--- src/rtl/foc_pkg.sv ---
// Shared defaults and wide signed helpers for the angle tracking path.
// Helpers work on a 64-bit signed carrier; callers narrow the result.
package foc_pkg;

  localparam int ANGLE_W_DEF   = 12;
  localparam int TURN_W_DEF    = 20;
  localparam int POS_DIV_DEF   = 400;
  localparam int VEL_DIV_DEF   = 40000;
  localparam int FILT_LOG2_DEF = 2;

  localparam int HW = 64;
  typedef logic signed [HW-1:0] wide_t;

  // Shortest signed step between two w-bit angles.
  function automatic wide_t wrap_delta(
    input wide_t a,
    input wide_t b,
    input int    w
  );
    wide_t m;
    wide_t d;
    m = (wide_t'(1) <<< w) - wide_t'(1);
    d = (a - b) & m;
    if (d[w-1]) d = d - m - wide_t'(1);
    return d;
  endfunction

  function automatic wide_t sat(
    input wide_t v,
    input int    w
  );
    wide_t hi;
    wide_t lo;
    hi = (wide_t'(1) <<< (w - 1)) - wide_t'(1);
    lo = -hi - wide_t'(1);
    if (v > hi) return hi;
    if (v < lo) return lo;
    return v;
  endfunction

  function automatic logic sat_hit(
    input wide_t v,
    input int    w
  );
    return sat(v, w) != v;
  endfunction

endpackage

--- src/rtl/mavg_filter.sv ---
// Moving average over 2^LOG2 strobed samples.
// Circular delay line with a running sum one bit-group wider than the data.
module mavg_filter
  import foc_pkg::*;
#(
  parameter int WIDTH = 32,
  parameter int LOG2  = FILT_LOG2_DEF
) (
  input  logic                    clk,
  input  logic                    rst_n,
  input  logic                    clear,
  input  logic                    strobe_in,
  input  logic signed [WIDTH-1:0] din,
  output logic signed [WIDTH-1:0] dout,
  output logic                    strobe_out
);

  localparam int DEPTH = 1 << LOG2;
  localparam int SUM_W = WIDTH + LOG2;
  localparam int PTR_W = (LOG2 > 0) ? LOG2 : 1;

  logic signed [WIDTH-1:0] line [DEPTH];
  logic [PTR_W-1:0]        ptr;
  logic signed [SUM_W-1:0] sum;
  logic signed [SUM_W-1:0] sum_nx;

  always_comb begin
    sum_nx = sum + SUM_W'(din) - SUM_W'(line[ptr]);
  end

  always_ff @(posedge clk or negedge rst_n) begin
    if (!rst_n) begin
      sum        <= '0;
      ptr        <= '0;
      dout       <= '0;
      strobe_out <= 1'b0;
      for (int i = 0; i < DEPTH; i++) line[i] <= '0;
    end else if (clear) begin
      sum        <= '0;
      ptr        <= '0;
      dout       <= '0;
      strobe_out <= 1'b0;
      for (int i = 0; i < DEPTH; i++) line[i] <= '0;
    end else begin
      strobe_out <= strobe_in;
      if (strobe_in) begin
        line[ptr] <= din;
        sum       <= sum_nx;
        dout      <= WIDTH'(sum_nx >>> LOG2);
        if (ptr == PTR_W'(DEPTH - 1)) ptr <= '0;
        else                          ptr <= ptr + 1'b1;
      end
    end
  end

endmodule

--- src/rtl/angle_tracker.sv ---
// Multi-turn position unwrapper with saturating accumulator
// and averaged velocity estimate.
module angle_tracker
  import foc_pkg::*;
#(
  parameter int ANGLE_W   = ANGLE_W_DEF,
  parameter int TURN_W    = TURN_W_DEF,
  parameter int POS_DIV   = POS_DIV_DEF,
  parameter int VEL_DIV   = VEL_DIV_DEF,
  parameter int FILT_LOG2 = FILT_LOG2_DEF,
  parameter int POS_W     = ANGLE_W + TURN_W
) (
  input  logic                    I_clk,
  input  logic                    I_rstn,
  input  logic [ANGLE_W-1:0]      I_angle,
  input  logic                    I_dir,
  input  logic                    I_clear,
  output logic signed [POS_W-1:0] O_position,
  output logic                    O_pos_valid,
  output logic signed [POS_W-1:0] O_velocity,
  output logic                    O_vel_valid,
  output logic                    O_sat
);

  localparam int PC_W = $clog2(POS_DIV);
  localparam int VC_W = $clog2(VEL_DIV);

  logic [PC_W-1:0]         pos_cnt;
  logic [VC_W-1:0]         vel_cnt;
  logic                    pos_tick;
  logic                    vel_tick;
  logic                    pos_first;
  logic                    vel_first;
  logic                    push;
  logic [ANGLE_W-1:0]      ang;
  logic [ANGLE_W-1:0]      a_prev;
  logic signed [POS_W-1:0] p_ref;
  logic signed [POS_W-1:0] pos_new;
  logic signed [POS_W-1:0] vel_d;
  logic                    pos_hit;
  wide_t                   pos_sum;

  assign pos_tick = pos_cnt == PC_W'(POS_DIV - 1);
  assign vel_tick = vel_cnt == VC_W'(VEL_DIV - 1);
  assign push     = vel_tick & ~vel_first & ~I_clear;

  always_comb begin
    ang     = I_dir ? ANGLE_W'(0) - I_angle : I_angle;
    pos_sum = wide_t'(O_position)
            + wrap_delta(wide_t'(ang), wide_t'(a_prev), ANGLE_W);
    pos_new = POS_W'(sat(pos_sum, POS_W));
    pos_hit = sat_hit(pos_sum, POS_W);
    vel_d   = POS_W'(sat(wide_t'(O_position) - wide_t'(p_ref), POS_W));
  end

  always_ff @(posedge I_clk or negedge I_rstn) begin
    if (!I_rstn) begin
      pos_cnt <= '0;
      vel_cnt <= '0;
    end else if (I_clear) begin
      pos_cnt <= '0;
      vel_cnt <= '0;
    end else begin
      pos_cnt <= pos_tick ? '0 : pos_cnt + 1'b1;
      vel_cnt <= vel_tick ? '0 : vel_cnt + 1'b1;
    end
  end

  always_ff @(posedge I_clk or negedge I_rstn) begin
    if (!I_rstn) begin
      O_position  <= '0;
      O_pos_valid <= 1'b0;
      O_sat       <= 1'b0;
      a_prev      <= '0;
      pos_first   <= 1'b1;
    end else if (I_clear) begin
      O_position  <= '0;
      O_pos_valid <= 1'b0;
      O_sat       <= 1'b0;
      a_prev      <= '0;
      pos_first   <= 1'b1;
    end else begin
      O_pos_valid <= pos_tick;
      if (pos_tick) begin
        a_prev    <= ang;
        pos_first <= 1'b0;
        if (pos_first) begin
          O_position <= {{TURN_W{1'b0}}, ang};
        end else begin
          O_position <= pos_new;
          if (pos_hit) O_sat <= 1'b1;
        end
      end
    end
  end

  // p_ref samples the pre-update position even on a shared tick.
  always_ff @(posedge I_clk or negedge I_rstn) begin
    if (!I_rstn) begin
      p_ref     <= '0;
      vel_first <= 1'b1;
    end else if (I_clear) begin
      p_ref     <= '0;
      vel_first <= 1'b1;
    end else if (vel_tick) begin
      p_ref     <= O_position;
      vel_first <= 1'b0;
    end
  end

  mavg_filter #(
    .WIDTH (POS_W),
    .LOG2  (FILT_LOG2)
  ) u_mavg (
    .clk        (I_clk),
    .rst_n      (I_rstn),
    .clear      (I_clear),
    .strobe_in  (push),
    .din        (vel_d),
    .dout       (O_velocity),
    .strobe_out (O_vel_valid)
  );

endmodule

--- config.mk ---
export PLATFORM = sky130hd
export DESIGN_NAME = angle_tracker
export DESIGN_NICKNAME = d
export VERILOG_FILES = /design/src/rtl/foc_pkg.sv /design/src/rtl/mavg_filter.sv /design/src/rtl/angle_tracker.sv
export SDC_FILE = /design/constraint.sdc
export NUM_CORES = 1
export LEC_CHECK = 0
export BUFFER_PORTS_ARGS = -buffer_cell sky130_fd_sc_hd__buf_2
export CORE_ASPECT_RATIO = 0.7
export CORE_MARGIN = 5
export CORE_UTILIZATION = 40
export CTS_CLUSTER_SIZE = 24
export DETAILED_ROUTE_END_ITERATION = 10
export PLACE_DENSITY = 0.68
export SLEW_MARGIN = 20
export SYNTH_ARGS = -nofsm -noshare
export SYNTH_HDL_FRONTEND = slang
export SYNTH_SLANG_ARGS = --single-unit
--- constraint.sdc ---
create_clock -name I_clk -period 8.6 [get_ports I_clk]
set_input_delay 0.43 -clock I_clk [delete_from_list [all_inputs] [get_ports I_clk]]
set_output_delay 0.43 -clock I_clk [all_outputs]
set_load 0.01 [all_outputs]
After elaboration in Yosys (flattened, before gate mapping):

Index checks and enable logic that the tools add are counted.

* bits in writable memories: 0
* output and inout port bits: 67
* input port bits: 16
* bits in read-only memories: 0
* memories: 0
* register bits: 302
* bits in latches: 0

* multiplexer cells: 52
* add/subtract/negate cells: 11
* magnitude comparators: 6
* reduce and logical (&&, ||, !) cells: 6
* divide/modulo/power cells: 0
* shift-type cells: 0
* bitwise logic cells: 5
* equal/unequal tests: 5
* $mul: 0

Operator list (count)
* 2-to-1 mux 32 bit: 14
* 2-to-1 mux 64 bit: 5
* 2-to-1 mux 128 bit: 2
* bitwise mux 128 bit: 1
* 2-to-1 mux 34 bit: 2
* adder 32 x 64 -> 64 bit: 1
* binary-select mux 32 bit (select 2 bit): 1
* demux 32 bit (select 2 bit): 1
* > comparator 64 x 32 -> 1 bit, second input constant: 1
* < comparator 64 x 32 -> 1 bit, second input constant: 1
* != test 64 bit: 1
* 2-to-1 mux 12 bit: 3
* adder 34 x 32 -> 34 bit: 1
* subtractor 34 x 32 -> 34 bit: 1
* > comparator 33 x 32 -> 1 bit, second input constant: 1
* < comparator 33 x 32 -> 1 bit, second input constant: 1
* subtractor 32 x 32 -> 33 bit: 1
* 2-to-1 mux 16 bit: 2
* 2-to-1 mux 9 bit: 2
* adder 16 x 1 -> 16 bit, second input constant: 1
* equality test 16 bit, second input constant: 1
* 2-to-1 mux 1 bit: 16
* subtractor 13 x 2 -> 14 bit, second input constant: 1
* subtractor 12 x 12 -> 13 bit, second input constant: 1
* 16 further kinds: 23

Depth between registers and ports, before layout:

* depth in word-level cells: 17
* depth in mapped cells: 33
* depth with buffers taken out: 31

By module:

A second synthesis with hierarchy kept.

* cell total of the unflattened synthesis: 2398
* area total of the unflattened synthesis: 20183.1 µm²

By module, submodules not included
* mavg_filter: seq. area each 4129.0 µm², instances 1, cells an instance 1177, area an instance 10413.7 µm²
* angle_tracker: seq. area each 2630.0 µm², instances 1, cells an instance 1221, area an instance 9769.4 µm²

Worst setup path before layout:

No wires, ideal clock.

* kind: in2reg
* from: input I_dir
* to: register O_position[20]
* arrival: 7.857 ns
* data required time: 8.532 ns
* slack: 0.676 ns
* stages on the path: 30
* path buffers: 3
* path through: clkbuf_1 mux2i_1 inv_1 ha_1 nor2b_4 o31a_1 o31ai_4 o311ai_4 or3_4 nor4b_4 xor2_2 nor3b_4 nand2_1 a21oi_1 ha_1 buf_6 a211oi_1 o21bai_1 a21o_1 a211o_1 o211ai_1 and4b_1 fa_1 a211oi_1 nand2_1 ha_1 nor2_1 clkbuf_1 a22oi_1 nand2_1

* longest elaborated chain between the ends: 14
* elaborated cells on any way between the ends: 17

RTL lines
* start, declared: line angle_tracker.sv:16 `input logic I_dir,`
* 2-to-1 mux 12 bit *: line angle_tracker.sv:48 `ang = I_dir ? ANGLE_W'(0) - I_angle : I_angle;`
* subtractor 12 bit *: line foc_pkg.sv:23 `d = (a - b) & m;`
* subtractor 12 x 12 -> 13 bit: line foc_pkg.sv:24 `if (d[w-1]) d = d - m - wide_t'(1);`
* subtractor 13 x 2 -> 14 bit: line foc_pkg.sv:24
* 2-to-1 mux 64 bit *: line foc_pkg.sv:24
* adder 32 x 64 -> 64 bit *: line angle_tracker.sv:50 `+ wrap_delta(wide_t'(ang), wide_t'(a_prev), ANGLE_W);`
* < comparator 64 x 32 -> 1 bit: line foc_pkg.sv:37 `if (v < lo) return lo;`
* 2-to-1 mux 1 bit (2 in a row): line foc_pkg.sv:37
* 2-to-1 mux 64 bit
* 2-to-1 mux 64 bit *: line foc_pkg.sv:37
* 2-to-1 mux 32 bit *: line angle_tracker.sv:87 `if (pos_first) begin`
* 2-to-1 mux 32 bit *: line angle_tracker.sv:84 `if (pos_tick) begin`
* 2-to-1 mux 32 bit *: line angle_tracker.sv:76 `end else if (I_clear) begin`
* end signal, assigned: line angle_tracker.sv:88 `O_position <= {{TURN_W{1'b0}}, ang};`
* end signal, assigned: line angle_tracker.sv:90 `O_position <= pos_new;`
* end, declared: line angle_tracker.sv:18 `output logic signed [POS_W-1:0] O_position,`

Every way passes the cells marked *; elsewhere a longest branch is shown, timed or not. The select of a mux whose other input is x is not followed.
A chain may end at the register's enable or synchronous reset.

Final worst setup path:

* from: input I_angle[0]
* to: register O_position[6]

* longest elaborated chain between the ends: 15
* elaborated cells on any way between the ends: 18

RTL lines
* start, declared: line angle_tracker.sv:15 `input logic [ANGLE_W-1:0] I_angle,`
* subtractor 1 x 12 -> 12 bit: line angle_tracker.sv:48
* 2-to-1 mux 12 bit *: line angle_tracker.sv:48
* subtractor 12 bit: line foc_pkg.sv:23
* subtractor 12 x 12 -> 13 bit: line foc_pkg.sv:24
* subtractor 13 x 2 -> 14 bit: line foc_pkg.sv:24
* 2-to-1 mux 64 bit: line foc_pkg.sv:24
* adder 32 x 64 -> 64 bit: line angle_tracker.sv:50
* < comparator 64 x 32 -> 1 bit: line foc_pkg.sv:37
* 2-to-1 mux 1 bit (2 in a row): line foc_pkg.sv:37
* 2-to-1 mux 64 bit
* 2-to-1 mux 64 bit: line foc_pkg.sv:37
* 2-to-1 mux 32 bit *: line angle_tracker.sv:87
* 2-to-1 mux 32 bit *: line angle_tracker.sv:84
* 2-to-1 mux 32 bit *: line angle_tracker.sv:76

Marks and branches as above.

==> flow_summary.json <==
{
  "dpl.hpwl_microns": 38850,
  "yosys_warnings": 0,
  "routabilityCongestion": 0.9248,
  "r2r_start": "O_position[0]",
  "synth-seq-cells": 270,
  "detail-route-antenna-nets": 0,
  "timing.final.crit_share_pct": 88.70,
  "violations": "hold timing",
  "tightest_slew_ps": 1109,
  "drc": 0,
  "final-hold-violation-count": 19,
  "overflow": 0,
  "synthArstFlopShare_pct": 100.0,
  "dpl-instance-area_sq_mm": 0.01993,
  "cts_buffers": 28,
  "max_freq_mhz": 131.1,
  "start_util_pct": 40.20,
  "clockBufferDepth": 3,
  "via_count": 16430,
  "maxSlewViolCount": 0,
  "synth_area_per_cell_sq_um": 8.627,
  "syn_area_sq_mm": 0.01914,
  "dieArea_sq_mm": 0.05240,
  "grt_pass1_vias": 16190,
  "r2r_slack_ps": 1030,
  "finalSetupTns_ps": 0,
  "rsz0062_at_grt": "no",
  "drive_gt1_share_pct": 9.679,
  "hp-class": "in2async",
  "antenna_found_initial": 0,
  "fin_worst_skew_ps": 18.60,
  "final_cell_area_sq_mm": 0.02091,
  "max_stage_delay_ps": 530,
  "die_x_microns": 271.5,
  "cts_tree": "yes",
  "worstSetupEndpointType": "register",
  "synthCells": 2219,
  "worst-r2r-cell-count": 26,
  "cap_viol_max_count": 0,
  "setup_ws_ps": 971.5,
  "cp.arrival_ps": 8040,
  "powerDensity_mw_per_mm2": 148.2,
  "final_nets": 2393,
  "max-vdd-ir-drop_uv": 137.9,
  "holdBufCountCts": 0,
  "relSlewSlack_pct": 25.89,
  "routed_wl_microns": 53360,
  "firstDrtPassIters": 6,
  "crit_slowest_cell": "ha_1",
  "row_count": 67,
  "post-cts-setup-buffer-count": 0,
  "status": "finished, violations left",
  "pre_cts_ws_ps": 491.2,
  "num_io_pins": 83,
  "r2r_end": "u_mavg.sum[32]",
  "portBuffers": 82,
  "drt_iter0_markers": 1280,
  "synth_edf_count": 0,
  "wl_per_cell_microns": 18.63,
  "synthFlopType": "dfrtp_1",
  "fillers": 4609,
  "die_h_microns": 193.0,
  "power_mw": 3.099,
  "track_usage_pct": 20.20,
  "insertion_delay_ps": 560,
  "setup-violations-final": 0,
  "crit_top_cell": "ha_1",
  "path_class": "in2reg",
  "cts_root_buf": "clkbuf_16",
  "syn_nets": 2390,
  "numClockSinks": 270,
  "fin_hold_ws_ps": -71.05,
  "final_util_pct": 43.92,
  "clk_pin_slew_ps": 60,
  "yosys.cell_types.count": 88,
  "cts-htree-levels": 1,
  "critPathLaunchType": "input port",
  "finalCriticalPeriod_ps": 7629,
  "leakage_nw": 9.247,
  "via_per_inst": 5.736,
  "grt_pass1_wl_microns": 87460,
  "seq_area_frac_synth_pct": 35.31,
  "coreArea_sq_mm": 0.04762,
  "layout_commonest_cell": "nand2_1",
  "grt_max_degree": 151,
  "cts_resized": 0,
  "layout_common_cells": "379 x nand2_1, 267 x dfrtp_1, 187 x a21oi_1, 185 x nor2_1, 127 x o21ai_1",
  "worst-path-max-fanout": 20,
  "cp.required_ps": 9010,
  "area_growth_pct": 9.235
}
synthesized netlist by cell type (41+ instances only):
| cell | number | share of area (%) |
|---|---|---|
| a21o_1 | 41 | 1.6 |
| a21oi_1 | 192 | 5.0 |
| clkbuf_1 | 72 | 1.4 |
| dfrtp_1 | 268 | 35 |
| ha_1 | 118 | 7.7 |
| inv_1 | 112 | 2.2 |
| nand2_1 | 379 | 7.4 |
| nor2_1 | 187 | 3.7 |
| o21ai_0 | 83 | 2.2 |
| o21ai_1 | 127 | 3.3 |
| xnor2_1 | 77 | 3.5 |
| xor2_1 | 55 | 2.5 |
state kept, by name, summed over array words and instances (netlist names), 2 cells and up:
register	flops
O_position	32
a_prev	12
p_ref	32
pos_cnt	9
u_mavg.line	128
u_mavg.ptr	2
u_mavg.sum	34
vel_cnt	16
worst max path at each step:
stage          startpoint             end  slack (ps)
2_1_floorplan       I_dir  O_position[20]         680
3_3_place_gp   I_angle[0]   O_position[6]         670
3_5_place_dp   I_angle[0]   O_position[6]         490
4_1_cts        I_angle[0]   O_position[6]        1040
5_1_grt        I_angle[0]   O_position[6]         320
6_report       I_angle[0]   O_position[6]         970
through the flow:
step                      hold slack, ps  cells
after floorplan                    134.4   2219
after global placement             447.4   2813
after detailed placement           449.6   2813
after CTS                          4.117   2863
after global routing               43.91   2863
final                             -71.05   2864
critical path, delay by kind of cell:
kind,cells,cell delay [ps]
AOI/OAI and AO/OA,12,2510
adders and majority gates,5,1980
and+or+nand+nor,8,1820
buffers and inverters,5,830
muxes,1,240
xor gates and xnor gates,1,210
cells by family (layout without fill, tap and decap cells):
group	Yosys count	count (layout)	synth area share (%)
buffers and inverters	245	268	5.660
AND/OR/NAND/NOR	766	766	17.93
adder cells (fa/ha/maj)	156	156	11.63
XOR/XNOR	133	133	6.124
other	0	1	0
AO/OA/AOI/OAI	611	611	19.25
flip-flops	270	270	35.31
multiplexers	38	38	4.091
area by class of cell:
cell class | count | area, sq um | area share, %
tap | 621 | 777.0 | 3.716
inverter | 113 | 424.2 | 2.028
clock inverter | 10 | 182.7 | 0.8736
antenna | 1 | 2.502 | 0.01197
clock buffer | 40 | 797.0 | 3.811
timing repair buffer | 105 | 608.1 | 2.908
multi-input combinational | 1704 | 11360 | 54.32
sequential | 270 | 6760 | 32.33
power breakdown:
part           total, mW  switching [mW]  internal (mW)
Combinational      0.505           0.341          0.164
Sequential          1.27         0.00189           1.27
Clock               1.32           0.527          0.793
Total               3.10           0.870           2.23
layer usage:
| metal | track usage (%) | vias to the layer above | wire length (microns) |
|---|---|---|---|
| met2 | 31.60 | 537 | 23660 |
| met1 | 29.65 | 8067 | 25040 |
| met5 | 0 | - | 0 |
| met3 | 3.266 | 98 | 3468 |
| met4 | 4.858 | 0 | 1200 |
| li1 | - | 7727 | - |
Note: power is estimated with default switching activity, not from simulation.
